**config.mk**
```make
export PLATFORM = sky130hd
export DESIGN_NAME = sram_wordline_sequencer_flat
export DESIGN_NICKNAME = d
export VERILOG_FILES = /design/src/rtl/sram_wordline_sequencer_pkg.sv /design/src/rtl/sram_wordline_sequencer_if.sv /design/src/rtl/sram_wordline_sequencer_row_decode.sv /design/src/rtl/sram_wordline_sequencer.sv /design/src/flat_wrapper.sv
export SDC_FILE = /design/constraint.sdc
export NUM_CORES = 1
export LEC_CHECK = 0
export BUFFER_PORTS_ARGS = -buffer_cell sky130_fd_sc_hd__buf_2
export CAP_MARGIN = 25
export CORE_AREA = 3 3 399 401
export CTS_CLUSTER_DIAMETER = 30
export DETAILED_ROUTE_END_ITERATION = 6
export DIE_AREA = 0 0 402 404
export PLACE_DENSITY = 0.53
export SYNTH_ARGS = -nofsm -noshare
export SYNTH_HDL_FRONTEND = slang
export SYNTH_SLANG_ARGS = --single-unit
export TNS_END_PERCENT = 1
```
**constraint.sdc**
```tcl
create_clock -name clk -period 2.2 [get_ports clk]
set_input_delay 0.44 -clock clk [delete_from_list [all_inputs] [get_ports clk]]
set_output_delay 0.44 -clock clk [all_outputs]
set_load 0.05 [all_outputs]
```
**src/rtl/sram_wordline_sequencer_pkg.sv**
```systemverilog
// Shared types and sizing helpers for the SRAM2 word-line sequencer.
//   state_e   : access FSM states
//   clog2_u   : ceiling log2 used for counter sizing
//   max_u     : maximum of two unsigned parameters
package sram_wordline_sequencer_pkg;

  localparam int unsigned SRAM_ADDR_W = 10;

  typedef enum logic [2:0] {
    IDLE    = 3'd0,
    PRECH   = 3'd1,
    WL_ON   = 3'd2,
    RECOVER = 3'd3,
    ERR     = 3'd4
  } state_e;

  // Ceiling log2; returns 0 for v <= 1.
  function automatic int unsigned clog2_u(input int unsigned v);
    int unsigned r;
    r = 0;
    for (int unsigned i = 0; i < 32; i++) begin
      if ((64'd1 << i) < 64'(v)) r = i + 1;
    end
    return r;
  endfunction

  function automatic int unsigned max_u(input int unsigned a, input int unsigned b);
    return (a > b) ? a : b;
  endfunction

endpackage

```
**src/rtl/sram_wordline_sequencer_if.sv**
```systemverilog
// Request/word-line bundle between the SRAM2 controller and the sequencer.
//   req_valid/req_ready/req_addr : row access handshake
//   wl_out                       : one-hot word lines to the bit-cell array
//   precharge, busy, done, addr_err : status / array control
// master = controller side, slave = sequencer side.
interface sram_wordline_sequencer_if
  import sram_wordline_sequencer_pkg::*;
#(
  parameter int unsigned ADDR_W   = SRAM_ADDR_W,
  parameter int unsigned NUM_ROWS = 1024
);

  logic                req_valid;
  logic                req_ready;
  logic [ADDR_W-1:0]   req_addr;
  logic [NUM_ROWS-1:0] wl_out;
  logic                precharge;
  logic                busy;
  logic                done;
  logic                addr_err;

  modport master (
    output req_valid, req_addr,
    input  req_ready, wl_out, precharge, busy, done, addr_err
  );

  modport slave (
    input  req_valid, req_addr,
    output req_ready, wl_out, precharge, busy, done, addr_err
  );

endinterface

```
**src/rtl/sram_wordline_sequencer_row_decode.sv**
```systemverilog
// Combinational row decoder: address -> one-hot row select plus range flag.
//   addr_i          : row address
//   onehot_c_o      : one-hot row select (all-zero when out of range)
//   in_range_c_o    : address < NUM_ROWS
module sram_wordline_sequencer_row_decode #(
  parameter int unsigned ADDR_W   = 10,
  parameter int unsigned NUM_ROWS = 1024
) (
  input  logic [ADDR_W-1:0]   addr_i,
  output logic [NUM_ROWS-1:0] onehot_c_o,
  output logic                in_range_c_o
);

  assign in_range_c_o = ({1'b0, addr_i} < (ADDR_W + 1)'(NUM_ROWS));

  // Compare against every present row; rows beyond NUM_ROWS simply never match.
  always_comb begin
    onehot_c_o = '0;
    for (int i = 0; i < int'(NUM_ROWS); i++) begin
      onehot_c_o[i] = (addr_i == ADDR_W'(i));
    end
  end

endmodule

```
**src/rtl/sram_wordline_sequencer.sv**
```systemverilog
// Word-line sequencer for the SRAM2 array. One access per accepted request:
// precharge (PRECH_CYC cycles), one-hot word line (WL_CYC cycles), one
// recovery cycle with done. Out-of-range addresses take a single ERR cycle.
//   clk, rst_n : clock, asynchronous active-low reset
//   bus        : slave side of sram_wordline_sequencer_if
module sram_wordline_sequencer
  import sram_wordline_sequencer_pkg::*;
#(
  parameter int unsigned ADDR_W    = SRAM_ADDR_W,
  parameter int unsigned NUM_ROWS  = 1024,
  parameter int unsigned PRECH_CYC = 1,
  parameter int unsigned WL_CYC    = 2
) (
  input  logic                        clk,
  input  logic                        rst_n,
  sram_wordline_sequencer_if.slave    bus
);

  localparam int unsigned CNT_W = clog2_u(max_u(PRECH_CYC, WL_CYC) + 1);
  localparam logic [CNT_W-1:0] PRECH_LOAD = CNT_W'(PRECH_CYC - 1);
  localparam logic [CNT_W-1:0] WL_LOAD    = CNT_W'(WL_CYC - 1);

  // Elaboration-time parameter sanity.
  if (PRECH_CYC == 0) begin : g_bad_prech
    $error("PRECH_CYC must be >= 1");
  end
  if (WL_CYC == 0) begin : g_bad_wl
    $error("WL_CYC must be >= 1");
  end
  if (NUM_ROWS == 0 || NUM_ROWS > (1 << ADDR_W)) begin : g_bad_rows
    $error("NUM_ROWS must be in 1 .. 2**ADDR_W");
  end

  state_e              state_q, state_d;
  logic [CNT_W-1:0]    cnt_q, cnt_d;
  logic [ADDR_W-1:0]   addr_q, addr_d;
  logic [NUM_ROWS-1:0] wl_q, wl_d;
  logic                precharge_q, precharge_d;
  logic                busy_q, busy_d;
  logic                done_q, done_d;
  logic                addr_err_q, addr_err_d;

  logic [ADDR_W-1:0]   dec_addr_c;
  logic [NUM_ROWS-1:0] dec_onehot_c;
  logic                dec_in_range_c;

  // In IDLE the decoder range-checks the incoming address; otherwise it
  // decodes the latched row so req_addr changes cannot reach the word lines.
  assign dec_addr_c = (state_q == IDLE) ? bus.req_addr : addr_q;

  sram_wordline_sequencer_row_decode #(
    .ADDR_W   (ADDR_W),
    .NUM_ROWS (NUM_ROWS)
  ) u_row_decode (
    .addr_i       (dec_addr_c),
    .onehot_c_o   (dec_onehot_c),
    .in_range_c_o (dec_in_range_c)
  );

  // Next state and next registered outputs.
  always_comb begin
    state_d = state_q;
    cnt_d   = cnt_q;
    addr_d  = addr_q;

    unique case (state_q)
      IDLE: begin
        if (bus.req_valid) begin
          addr_d = bus.req_addr;
          if (dec_in_range_c) begin
            state_d = PRECH;
            cnt_d   = PRECH_LOAD;
          end else begin
            state_d = ERR;
          end
        end
      end
      PRECH: begin
        if (cnt_q == '0) begin
          state_d = WL_ON;
          cnt_d   = WL_LOAD;
        end else begin
          cnt_d = cnt_q - CNT_W'(1);
        end
      end
      WL_ON: begin
        if (cnt_q == '0) state_d = RECOVER;
        else             cnt_d   = cnt_q - CNT_W'(1);
      end
      RECOVER: state_d = IDLE;
      ERR:     state_d = IDLE;
      default: state_d = IDLE;
    endcase

    // Outputs are a function of the state being entered, so every output
    // is a flop and lines up with the state it describes.
    precharge_d = (state_d == PRECH);
    wl_d        = (state_d == WL_ON) ? dec_onehot_c : '0;
    busy_d      = (state_d != IDLE);
    done_d      = (state_d == RECOVER) || (state_d == ERR);
    addr_err_d  = (state_d == ERR);
  end

  // State and output registers; reset clears word lines without a clock.
  always_ff @(posedge clk or negedge rst_n) begin
    if (!rst_n) begin
      state_q     <= IDLE;
      cnt_q       <= '0;
      addr_q      <= '0;
      wl_q        <= '0;
      precharge_q <= 1'b0;
      busy_q      <= 1'b0;
      done_q      <= 1'b0;
      addr_err_q  <= 1'b0;
    end else begin
      state_q     <= state_d;
      cnt_q       <= cnt_d;
      addr_q      <= addr_d;
      wl_q        <= wl_d;
      precharge_q <= precharge_d;
      busy_q      <= busy_d;
      done_q      <= done_d;
      addr_err_q  <= addr_err_d;
    end
  end

  assign bus.req_ready = (state_q == IDLE);
  assign bus.wl_out    = wl_q;
  assign bus.precharge = precharge_q;
  assign bus.busy      = busy_q;
  assign bus.done      = done_q;
  assign bus.addr_err  = addr_err_q;

endmodule

```
**src/flat_wrapper.sv**
```systemverilog
// flat-port wrapper written by rule: the top's interface ports become plain ports
module sram_wordline_sequencer_flat import sram_wordline_sequencer_pkg::*;
#(
  parameter int unsigned ADDR_W    = SRAM_ADDR_W,
  parameter int unsigned NUM_ROWS  = 1024,
  parameter int unsigned PRECH_CYC = 1,
  parameter int unsigned WL_CYC    = 2
)
  (clk, rst_n, bus_req_valid, bus_req_addr, bus_req_ready, bus_wl_out, bus_precharge, bus_busy, bus_done, bus_addr_err);
  sram_wordline_sequencer_if #(.ADDR_W(ADDR_W), .NUM_ROWS(NUM_ROWS)) bus_i ();
  input  logic clk;
  input  logic rst_n;
  input wire logic [$bits(bus_i.req_valid)-1:0] bus_req_valid;
  input wire logic [$bits(bus_i.req_addr)-1:0] bus_req_addr;
  output wire logic [$bits(bus_i.req_ready)-1:0] bus_req_ready;
  output wire logic [$bits(bus_i.wl_out)-1:0] bus_wl_out;
  output wire logic [$bits(bus_i.precharge)-1:0] bus_precharge;
  output wire logic [$bits(bus_i.busy)-1:0] bus_busy;
  output wire logic [$bits(bus_i.done)-1:0] bus_done;
  output wire logic [$bits(bus_i.addr_err)-1:0] bus_addr_err;
  assign bus_i.req_valid = bus_req_valid;
  assign bus_i.req_addr = bus_req_addr;
  assign bus_req_ready = bus_i.req_ready;
  assign bus_wl_out = bus_i.wl_out;
  assign bus_precharge = bus_i.precharge;
  assign bus_busy = bus_i.busy;
  assign bus_done = bus_i.done;
  assign bus_addr_err = bus_i.addr_err;
  sram_wordline_sequencer #(.ADDR_W(ADDR_W), .NUM_ROWS(NUM_ROWS), .PRECH_CYC(PRECH_CYC), .WL_CYC(WL_CYC)) u_core (.clk(clk), .rst_n(rst_n), .bus(bus_i));
endmodule
```
==> impl_metrics.py, run 1 <==
metrics = {
    "status": {
        "status": "complete, but fails checks",
        "violations": "negative setup slack",
    },
    "critical_path": {
        "cp_data_arrival_time_ps": 1810,
        "crit_required_ps": 1760,
        "critical-path-max-stage-delay_ps": 440,
        "path_class": "reg -> out",
        "crit_path_end_kind": "primary output",
        "startpoint_type": "flop",
        "crit_slowest_cell": "or3_4",
        "path_cells": "or3_4, inv_12, buf_12",
        "cp_max_fo": 4,
    },
    "job": {
        "cap_violations": 0,
    },
    "clocking": {
        "worstSkewPairLatency_ps": 810,
        "cts_buffers": 213,
        "clkTransAtPathRegs_ps": 50,
        "cts_tree": "built",
        "cts_buffer_depth": 3,
        "root_buffer": "clkbuf_16",
        "clkSinkCount": 1043,
        "h-tree-depth": 4,
    },
    "grt": {
        "grt_pass1_wl_um": 271000,
        "grt_max_degree": 109,
        "grt-ovfl-total": 0,
        "track_usage": 0.239,
        "antenna_found_initial": 20,
        "first_global_vias": 33286,
    },
    "routing": {
        "firstDrtPassIters": 7,
        "post_drt_wl_per_cell_um": 30.8,
        "drt-total-wl_um": 202000,
        "drtIter0Drc": 3162,
        "vias": 32521,
        "ant_nets": 0,
        "viasPerCell": 4.96,
        "drc": 0,
    },
    "floorplanning": {
        "rows": 145,
        "floorplan.initialDensity": 0.235,
        "die-area_um2": 162000,
        "die_x_um": 402,
        "die_h_um": 404,
        "boundaryPins": 1042,
        "fp.coreArea_um2": 156000,
    },
    "timing": {
        "setup_slack_ps": -50.9,
        "tightest_slew_ps": 702,
        "slew_violations": 0,
        "skew_ps": 84.8,
        "period_share": 1.02,
        "hold_viol": 0,
        "setup_viol": 1,
        "slew_headroom": 0.532,
        "rsz0062_at_grt": "true",
        "layout_min_cycle_time_ps": 2250,
        "max_freq_ghz": 0.444,
    },
    "worst_hold_path": {
        "worstHoldPathType": "in -> async",
    },
    "yosys": {
        "synthDistinctLibCells": 42,
        "synth_edf_count": 0,
        "mappedNetlistArea_um2": 36600,
        "synthArstFlopShare": 1.00,
        "synth_area_per_cell_um2": 12.2,
        "yosys_warnings": 0,
        "syn-instance-count": 2994,
        "ys_seq_area_frac": 0.713,
        "synth_seq_cells": 1043,
        "synth-main-ff-cell": "dfrtp_1",
    },
    "pwr": {
        "peakVddDrop_uv": 996,
        "p_per_area_nw_per_um2": 1120,
        "power_uw": 62200,
        "p_leak_uw": 0.0275,
    },
    "cells_and_area": {
        "final_cell_count_no_fill": 6560,
        "drive_gt1_frac": 0.417,
        "nFillCells": 15431,
        "nNetsFinal": 4330,
        "synthToLayoutAreaGrowth_pct": 51.9,
    },
    "placed_design": {
        "hpwl_um": 143000,
        "gp_congestion": 0.900,
        "portBuffers": 1041,
        "place_inst": 6142,
    },
}
==> final cells by class <==
type,instances,area [um^2],share of cell area
timing repair buffer,1402,9690,0.174
inverter,9,46.3,0.000833
clock buffer,258,5830,0.105
antenna,3,7.51,0.000135
clock inverter,141,1960,0.0352
sequential,1043,26100,0.470
tap,2058,2570,0.0463
multi-input combinational,1646,9380,0.169
==> critical path, delay by kind of cell, from the launching register on <==
family / cells / cell delay, ps
and+or+nand+nor: 1 / 440
buffers and inverters: 2 / 250
DFF: 1 / 370
==> power breakdown <==
group,total (uW),switching (uW),internal [uW]
registers,19500,148,19400
logic,8430,5820,2610
clock network,34300,11500,22800
==> timing repair <==
action	CTS	global route
pin swaps	2	3
buffers inserted	6	5
gates resized for setup	7	8
gates cloned	0	2
hold buffers	4	0
setup endpoints to repair	32	401
hold endpoints to repair	378	0
==> cells by family after synthesis <==
family,Yosys count,synth area share
AO/OA/AOI/OAI,1036,0.142
adder cells (fa/ha/maj),2,0.000684
multiplexers,11,0.00339
other,1,0.000102
flip-flops,1043,0.713
XOR/XNOR,1,0.000239
buffers and inverters,306,0.0411
AND/OR/NAND/NOR,594,0.0988
==> cells in the mapped netlist, drive strengths merged, types with 5 or more instances <==
master	number	area, um^2
nor4bb	19	190
buf	187	1040
clkbuf	110	429
dfrtp	1043	26100
and4b	16	160
nor2	5	18.8
nor4b	16	380
mux2	11	124
and4bb	5	62.6
a21oi	1026	5130
inv	9	33.8
nand3	513	2620
==> flip-flops by register name, summed over array words and instances (netlist names) <==
| name | cells |
|---|---|
| u_core.bus.wl_out | 1024 |
| u_core.addr_q | 10 |
| u_core.state_q | 3 |
| u_core.cnt_q | 2 |
| u_core.bus.addr_err | 1 |
| u_core.bus.busy | 1 |
| u_core.bus.done | 1 |
| u_core.bus.precharge | 1 |
==> placed cells by master, fill, tap and decap left out, types with 5 or more instances in the layout <==
cell type,Yosys,routed
dfrtp_1,1043,1043
buf_2,106,1039
a21oi_1,1026,1023
nand3_1,503,501
clkbuf_16,0,217
buf_4,49,216
buf_12,0,136
clkinvlp_4,0,34
bufinv_16,0,32
clkbuf_8,0,29
clkinv_2,0,22
inv_6,0,20
nor4bb_4,0,19
nor4b_4,16,16
clkinv_4,0,16
clkbuf_1,97,14
nand3_2,10,12
mux2_2,11,11
and4b_2,0,10
inv_1,8,8
and4b_1,16,6
inv_8,0,6
nor2_1,5,5
and4bb_2,5,5
==> stage by stage <==
step / hold WS [ps] / setup slack, ps / util / setup TNS [ps] / area [um^2]
after CTS: 90.3 / -123 / 0.355 / -123 / 55500
final: 156 / -50.9 / 0.356 / -50.9 / 55600
after global placement: 381 / -237 / 0.305 / -18040 / 47600
after floorplan: 144 / 359 / - / 0 / 36600
after detailed placement: 376 / -242 / 0.305 / -24910 / 47600
after global routing: 110 / -126 / 0.356 / -139 / 55600
==> worst paths after layout <==
kind	startpoint	end	slack [ps]	depth (start not counted)
worst max-delay path	u_core.state_q[1]$_DFF_PN0_	bus_req_ready	-50	3
worst min-delay path	rst_n	u_core.bus.wl_out[348]$_DFF_PN0_	160	2
worst max register to register	u_core.cnt_q[0]$_DFFE_PN0P_	u_core.bus.wl_out[188]$_DFF_PN0_	30	8
worst min register to register	u_core.cnt_q[1]$_DFFE_PN0P_	u_core.cnt_q[1]$_DFFE_PN0P_	540	1
max in group asynchronous	rst_n	u_core.bus.wl_out[311]$_DFF_PN0_	1020	3
min in group clk	bus_req_addr[5]	u_core.addr_q[5]$_DFFE_PN0P_	160	3
==> layer usage <==
layer  GRT usage  share of wire
met2       0.373           0.46
met4       0.114          0.052
met5           0        0.00037
met1       0.301           0.40
met3      0.0748          0.094
Power figures use the tool's default switching activity.
==> run 2, diff against run 1 <==
ABC_AREA = 1   (was unset)
CORE_AREA = 3 3 401 403   (was 3 3 399 401)
DIE_AREA = 0 0 404 406   (was 0 0 402 404)
PLACE_DENSITY = 0.5   (was 0.53)
==> run 2 against run 1 <==
  * The flow still finishes with violations (negative setup slack)
  * Clock-buffer cell count rose by 16
  * Cell count fell by 2.4%
  * Utilization fell by 1.5 points
  * Clock skew fell by 10 ps
==> impl_metrics.py, run 2 <==
metrics = {
    "clocking": {
        "clkTransAtPathRegs_ps": 50,
        "cts_tree": "built",
        "worstSkewPairLatency_ps": 830,
        "h-tree-depth": 4,
        "clkSinkCount": 1043,
        "cts_buffer_depth": 3,
        "cts_buffers": 228,
        "root_buffer": "clkbuf_16",
    },
    "cells_and_area": {
        "drive_gt1_frac": 0.481,
        "seq_area_um2": 26100,
        "multi_input_area_um2": 6580,
        "final_cell_count_no_fill": 6405,
        "fin_util": 0.341,
        "largest_register_ffs": 1024,
        "nNetsFinal": 4146,
        "synthToLayoutAreaGrowth_pct": 64.2,
        "nFillCells": 15752,
        "mostFrequentLayoutCells": "dfrtp_1 (1043), buf_2 (1038), nor2_1 (917)",
        "final_common_cell": "dfrtp_1",
    },
    "grt": {
        "use_met3": 0.0571,
        "antenna_found_initial": 7,
        "grt_max_degree": 119,
        "grt_pass1_wl_um": 216000,
        "grt-ovfl-total": 0,
        "first_global_vias": 27386,
        "busiest_layer": "met2",
        "track_usage": 0.188,
        "use_met1": 0.235,
        "grt_use_met2": 0.307,
    },
    "critical_path": {
        "path_class": "reg -> reg",
        "cp_max_fo": 38,
        "crit_required_ps": 2860,
        "cp_data_arrival_time_ps": 2950,
        "startpoint_type": "flop",
        "crit_path_end_kind": "flop",
    },
    "floorplanning": {
        "die-area_um2": 164000,
        "boundaryPins": 1042,
        "fp.coreArea_um2": 158000,
        "rows": 146,
        "die_h_um": 406,
        "floorplan.initialDensity": 0.208,
        "die_x_um": 404,
    },
    "yosys": {
        "synth_edf_count": 0,
        "synth_area_per_cell_um2": 12.3,
        "ys_seq_area_frac": 0.796,
        "synth_area_leader_cell": "dfrtp_1",
        "synth_seq_cells": 1043,
        "syn-instance-count": 2658,
        "synthArstFlopShare": 1.00,
        "synthTopCellsByArea": "dfrtp_1 (80%), nor2_1 (12%), nand2_1 (3.6%), buf_2 (1.7%), nor2_4 (1.1%)",
        "synth-main-ff-cell": "dfrtp_1",
        "mappedNetlistArea_um2": 32800,
        "synth_common_cells": "dfrtp_1 (1043), nor2_1 (1030), nand2_1 (317)",
        "yosys_warnings": 0,
        "synthDistinctLibCells": 21,
        "yosysTopAreaCellShare": 0.796,
        "yosysMostFrequentCell": "dfrtp_1",
    },
    "placed_design": {
        "portBuffers": 1041,
        "gp_congestion": 0.873,
        "place_inst": 5901,
        "hpwl_um": 115000,
    },
    "routing": {
        "drt-total-wl_um": 164000,
        "drc": 0,
        "firstDrtPassIters": 5,
        "vias": 25983,
        "drtIter0Drc": 1837,
        "ant_nets": 0,
        "post_drt_wl_per_cell_um": 25.6,
        "viasPerCell": 4.06,
    },
    "timing": {
        "slew_violations": 0,
        "layout_min_cycle_time_ps": 2290,
        "skew_ps": 74.9,
        "rsz0062_at_grt": "true",
        "tightest_slew_ps": 630,
        "period_share": 1.04,
        "tns_ps": -2160,
        "whs_ps": 71.4,
        "slew_headroom": 0.580,
        "hold_viol": 0,
        "setup_slack_ps": -93.0,
        "setup_viol": 60,
        "max_freq_ghz": 0.436,
    },
    "worst_hold_path": {
        "worstHoldPathType": "in -> async",
    },
    "status": {
        "status": "complete, but fails checks",
        "violations": "negative setup slack",
    },
    "pwr": {
        "p_leak_uw": 0.0283,
        "power_uw": 66700,
        "p_per_area_nw_per_um2": 1240,
        "peakVddDrop_uv": 789,
    },
    "job": {
        "cap_violations": 0,
    },
}
==> run 2: layer usage <==
metal	wire length (um)	part of all wire
met4	4950	0.030
met5	0	0
met2	79000	0.48
met1	67100	0.41
met3	13200	0.080
==> run 2: per-stage QoR <==
stage | area (um^2) | setup slack [ps]
floorplan | 32800 | 400
global placement | 42900 | -364
detailed placement | 43000 | -356
CTS | 52500 | -106
global route | 53900 | -152
finish | 53900 | -93.0
==> run 2: power by group <==
group	leakage [uW]	switching, uW	internal [uW]
Combinational	0.00957	6470	3460
Sequential	0.0146	86.4	19400
Clock	0.00413	11600	25700
==> run 2: worst max-delay path, stage by stage, from the launching register on <==
cell and delay (ps):
dfrtp_1 400, nor2_4 180, nand2_4 80, buf_6 140
buf_4 140, o21ai_2 240, nor2_1 130, nand2_4 130
buf_16 220, buf_12 230, nor2_1 60
==> run 2: layout make-up <==
| class | count | share of cell area |
|---|---|---|
| inverter | 24 | 0.00177 |
| sequential | 1043 | 0.485 |
| tap | 2072 | 0.0481 |
| antenna | 2 | 0.0000929 |
| clock buffer | 274 | 0.114 |
| timing repair buffer | 1393 | 0.185 |
| clock inverter | 156 | 0.0445 |
| multi-input combinational | 1441 | 0.122 |
==> run 2: final timing paths <==
| kind | depth (start not counted) | endpoint | startpoint | slack (ps) |
|---|---|---|---|---|
| max | 10 | u_core.bus.wl_out[540]$_DFF_PN0_ | u_core.state_q[0]$_DFF_PN0_ | -90 |
| min | 2 | u_core.bus.wl_out[764]$_DFF_PN0_ | rst_n | 70 |
| max reg2reg | 10 | u_core.bus.wl_out[540]$_DFF_PN0_ | u_core.state_q[0]$_DFF_PN0_ | -90 |
| min reg2reg | 2 | u_core.addr_q[0]$_DFFE_PN0P_ | u_core.addr_q[0]$_DFFE_PN0P_ | 520 |
| max in group asynchronous | 4 | u_core.bus.wl_out[192]$_DFF_PN0_ | rst_n | 1120 |
| min in group clk | 4 | u_core.addr_q[6]$_DFFE_PN0P_ | bus_req_addr[6] | 430 |
==> run 2: cell families (layout without fill, tap and decap cells) <==
logic type      after synthesis  count (layout)  synth area share
simple gates               1417            1417             0.172
buf+inv                     175            1847            0.0284
compound gates               20              20           0.00320
fa+ha+maj                     2               2          0.000763
flops                      1043            1043             0.796
other cells                   1               4          0.000114
==> run 2: what timing repair did <==
item | CTS | global route
pin swaps | 15 | 16
buffers inserted | 30 | 6
setup endpoints to repair | 974 | 995
gates cloned | 4 | 21
hold endpoints to repair | 296 | 0
gates resized for setup | 102 | 267
hold buffers | 13 | 0
==> run 3, diff against run 2 <==
CAP_MARGIN = 20   (was 25)
HOLD_SLACK_MARGIN = 0.15   (was unset)
==> run 3 against run 2 <==
  * Combinational power rose by 4%
  * The run still ends with negative setup slack left
  * Largest cell class unchanged
  * Clock skew rose by 1.5 ps
  * Critical path type unchanged
  * Sequential share of layout area fell by 0.38 points
  * Worst setup slack improved by 43 ps
  * Register-to-register slack improved by 40 ps
  * Clock-buffer cell count did not move
  * Power rose by 0.48%
  * Cell count rose by 0.25%
  * Non-clock buffer count rose by 12
  * Via count rose by 0.75%
  * Die area did not move
  * Critical endpoint is now u_core.bus.wl_out[836]$_DFF_PN0_
==> impl_metrics.py, run 3 (synthesis gave the netlist of run 2 again) <==
metrics = {
    "critical_path": {
        "path_cells": "nor2_4, buf_6, buf_6, nand2_4, a21boi_4, nor2_2, buf_6, buf_12, nand2_8, buf_12, clkbuf_16, buf_16, nor2_2",
        "startpoint_type": "flop",
        "crit_required_ps": 2940,
        "crit_path_end_kind": "flop",
        "crit_top_cell": "buf_6",
        "path_class": "reg -> reg",
        "cp_data_arrival_time_ps": 2990,
        "cp_max_fo": 7,
        "critical-path-max-stage-delay_ps": 400,
        "crit_slowest_cell": "dfrtp_1",
    },
    "worst_hold_path": {
        "worstHoldPathType": "in -> async",
    },
    "clocking": {
        "clkSinkCount": 1043,
        "cts_buffers": 228,
        "h-tree-depth": 4,
        "cts_buffer_depth": 3,
        "root_buffer": "clkbuf_16",
        "worstSkewPairLatency_ps": 830,
        "clkTransAtPathRegs_ps": 50,
        "cts_tree": "built",
    },
    "placed_design": {
        "gp_congestion": 0.873,
        "dp_slack_ps": -356,
        "portBuffers": 1041,
        "place_inst": 5901,
        "dpl_cell_area_um2": 43000,
        "hpwl_um": 115000,
    },
    "cells_and_area": {
        "nNetsFinal": 4158,
        "largest_register_ffs": 1024,
        "final_cell_count_no_fill": 6421,
        "synthToLayoutAreaGrowth_pct": 65.5,
        "mostFrequentLayoutCells": "dfrtp_1 (1043), buf_2 (1038), nor2_1 (881)",
        "final_common_cell": "dfrtp_1",
        "final_cell_area_um2": 54300,
        "drive_gt1_frac": 0.492,
    },
    "pwr": {
        "p_leak_uw": 0.0284,
        "peakVddDrop_uv": 782,
        "p_per_area_nw_per_um2": 1230,
    },
    "grt": {
        "track_usage": 0.188,
        "first_global_vias": 27422,
        "grt_pass1_wl_um": 216000,
        "antenna_found_initial": 10,
        "grt-ovfl-total": 0,
        "grt_max_degree": 119,
    },
    "routing": {
        "drc": 0,
        "firstDrtPassIters": 7,
        "drt-total-wl_um": 166000,
        "vias": 26177,
        "ant_nets": 0,
        "viasPerCell": 4.08,
        "post_drt_wl_per_cell_um": 25.9,
        "drtIter0Drc": 1775,
    },
    "floorplanning": {
        "rows": 146,
        "die_x_um": 404,
        "fp.coreArea_um2": 158000,
        "die_h_um": 406,
        "floorplan.initialDensity": 0.208,
        "boundaryPins": 1042,
        "die-area_um2": 164000,
    },
    "timing": {
        "max_freq_ghz": 0.444,
        "tightest_slew_ps": 747,
        "layout_min_cycle_time_ps": 2250,
        "setup_slack_ps": -49.9,
        "setup_viol": 86,
        "skew_ps": 76.4,
        "slew_headroom": 0.500,
        "rsz0062_at_grt": "true",
        "hold_viol": 0,
        "period_share": 1.02,
        "slew_violations": 0,
    },
    "status": {
        "violations": "negative setup slack",
        "status": "complete, but fails checks",
    },
    "job": {
        "cap_violations": 0,
    },
}
## run 3: cell type report
cell class,instances,area (um^2)
antenna,6,15.0
clock buffer,274,6150
clock inverter,156,2400
fill,15713,104000
inverter,24,95.1
multi-input combinational,1441,6740
sequential,1043,26100
tap,2072,2590
timing repair buffer,1405,10200
## run 3: where the power goes
part | total [uW] | switching (uW) | internal (uW)
Combinational | 10300 | 6610 | 3650
Sequential | 19500 | 86.3 | 19400
Clock | 37300 | 11600 | 25700
## run 3: path summary, 6_finish.rpt
kind,slack (ps),startpoint,endpoint,depth (start not counted)
setup / recovery,-50,u_core.state_q[0]$_DFF_PN0_,u_core.bus.wl_out[836]$_DFF_PN0_,13
hold / removal,250,rst_n,u_core.bus.wl_out[718]$_DFF_PN0_,3
setup reg to reg,-50,u_core.state_q[0]$_DFF_PN0_,u_core.bus.wl_out[836]$_DFF_PN0_,13
hold reg to reg,520,u_core.addr_q[0]$_DFFE_PN0P_,u_core.addr_q[0]$_DFFE_PN0P_,2
max in group asynchronous,790,rst_n,u_core.bus.wl_out[808]$_DFF_PN0_,3
min in group clk,440,bus_req_addr[6],u_core.addr_q[6]$_DFFE_PN0P_,4
## run 3: through the flow
step / power (uW) / hold slack (ps) / TNS (ps) / utilization
after detailed placement: 27600 / 293 / -159330 / 0.272
after CTS: 66000 / 203 / -5740 / 0.333
after global placement: 27500 / 294 / -140340 / 0.272
after global routing: 69100 / 230 / -26640 / 0.344
final: 67000 / 246 / -1370 / 0.344
after floorplan: 22800 / 144 / 0 / -
## run 3: repair_timing
| item | CTS | global route |
|---|---|---|
| hold endpoints to repair | 1009 | 0 |
| buffers inserted | 30 | 9 |
| setup endpoints to repair | 974 | 995 |
| gates resized for setup | 102 | 334 |
| hold buffers | 16 | 0 |
| gates cloned | 4 | 27 |
| pin swaps | 15 | 24 |
## run 3: layer usage
| layer | track usage | wire (um) | vias up | share of wire |
|---|---|---|---|---|
| li1 | - | - | 11159 | - |
| met1 | 0.236 | 68000 | 13604 | 0.41 |
| met2 | 0.307 | 79300 | 1188 | 0.48 |
| met3 | 0.0571 | 13300 | 226 | 0.080 |
| met4 | 0.0643 | 5330 | 0 | 0.032 |
| met5 | 0 | 0 | - | 0 |
## run 3: critical path: cells and delay by family, from the launching register on
kind | cells | cell delay (ps)
compound gates | 1 | 130
simple gates | 5 | 580
buf+inv | 7 | 1050
flops | 1 | 400
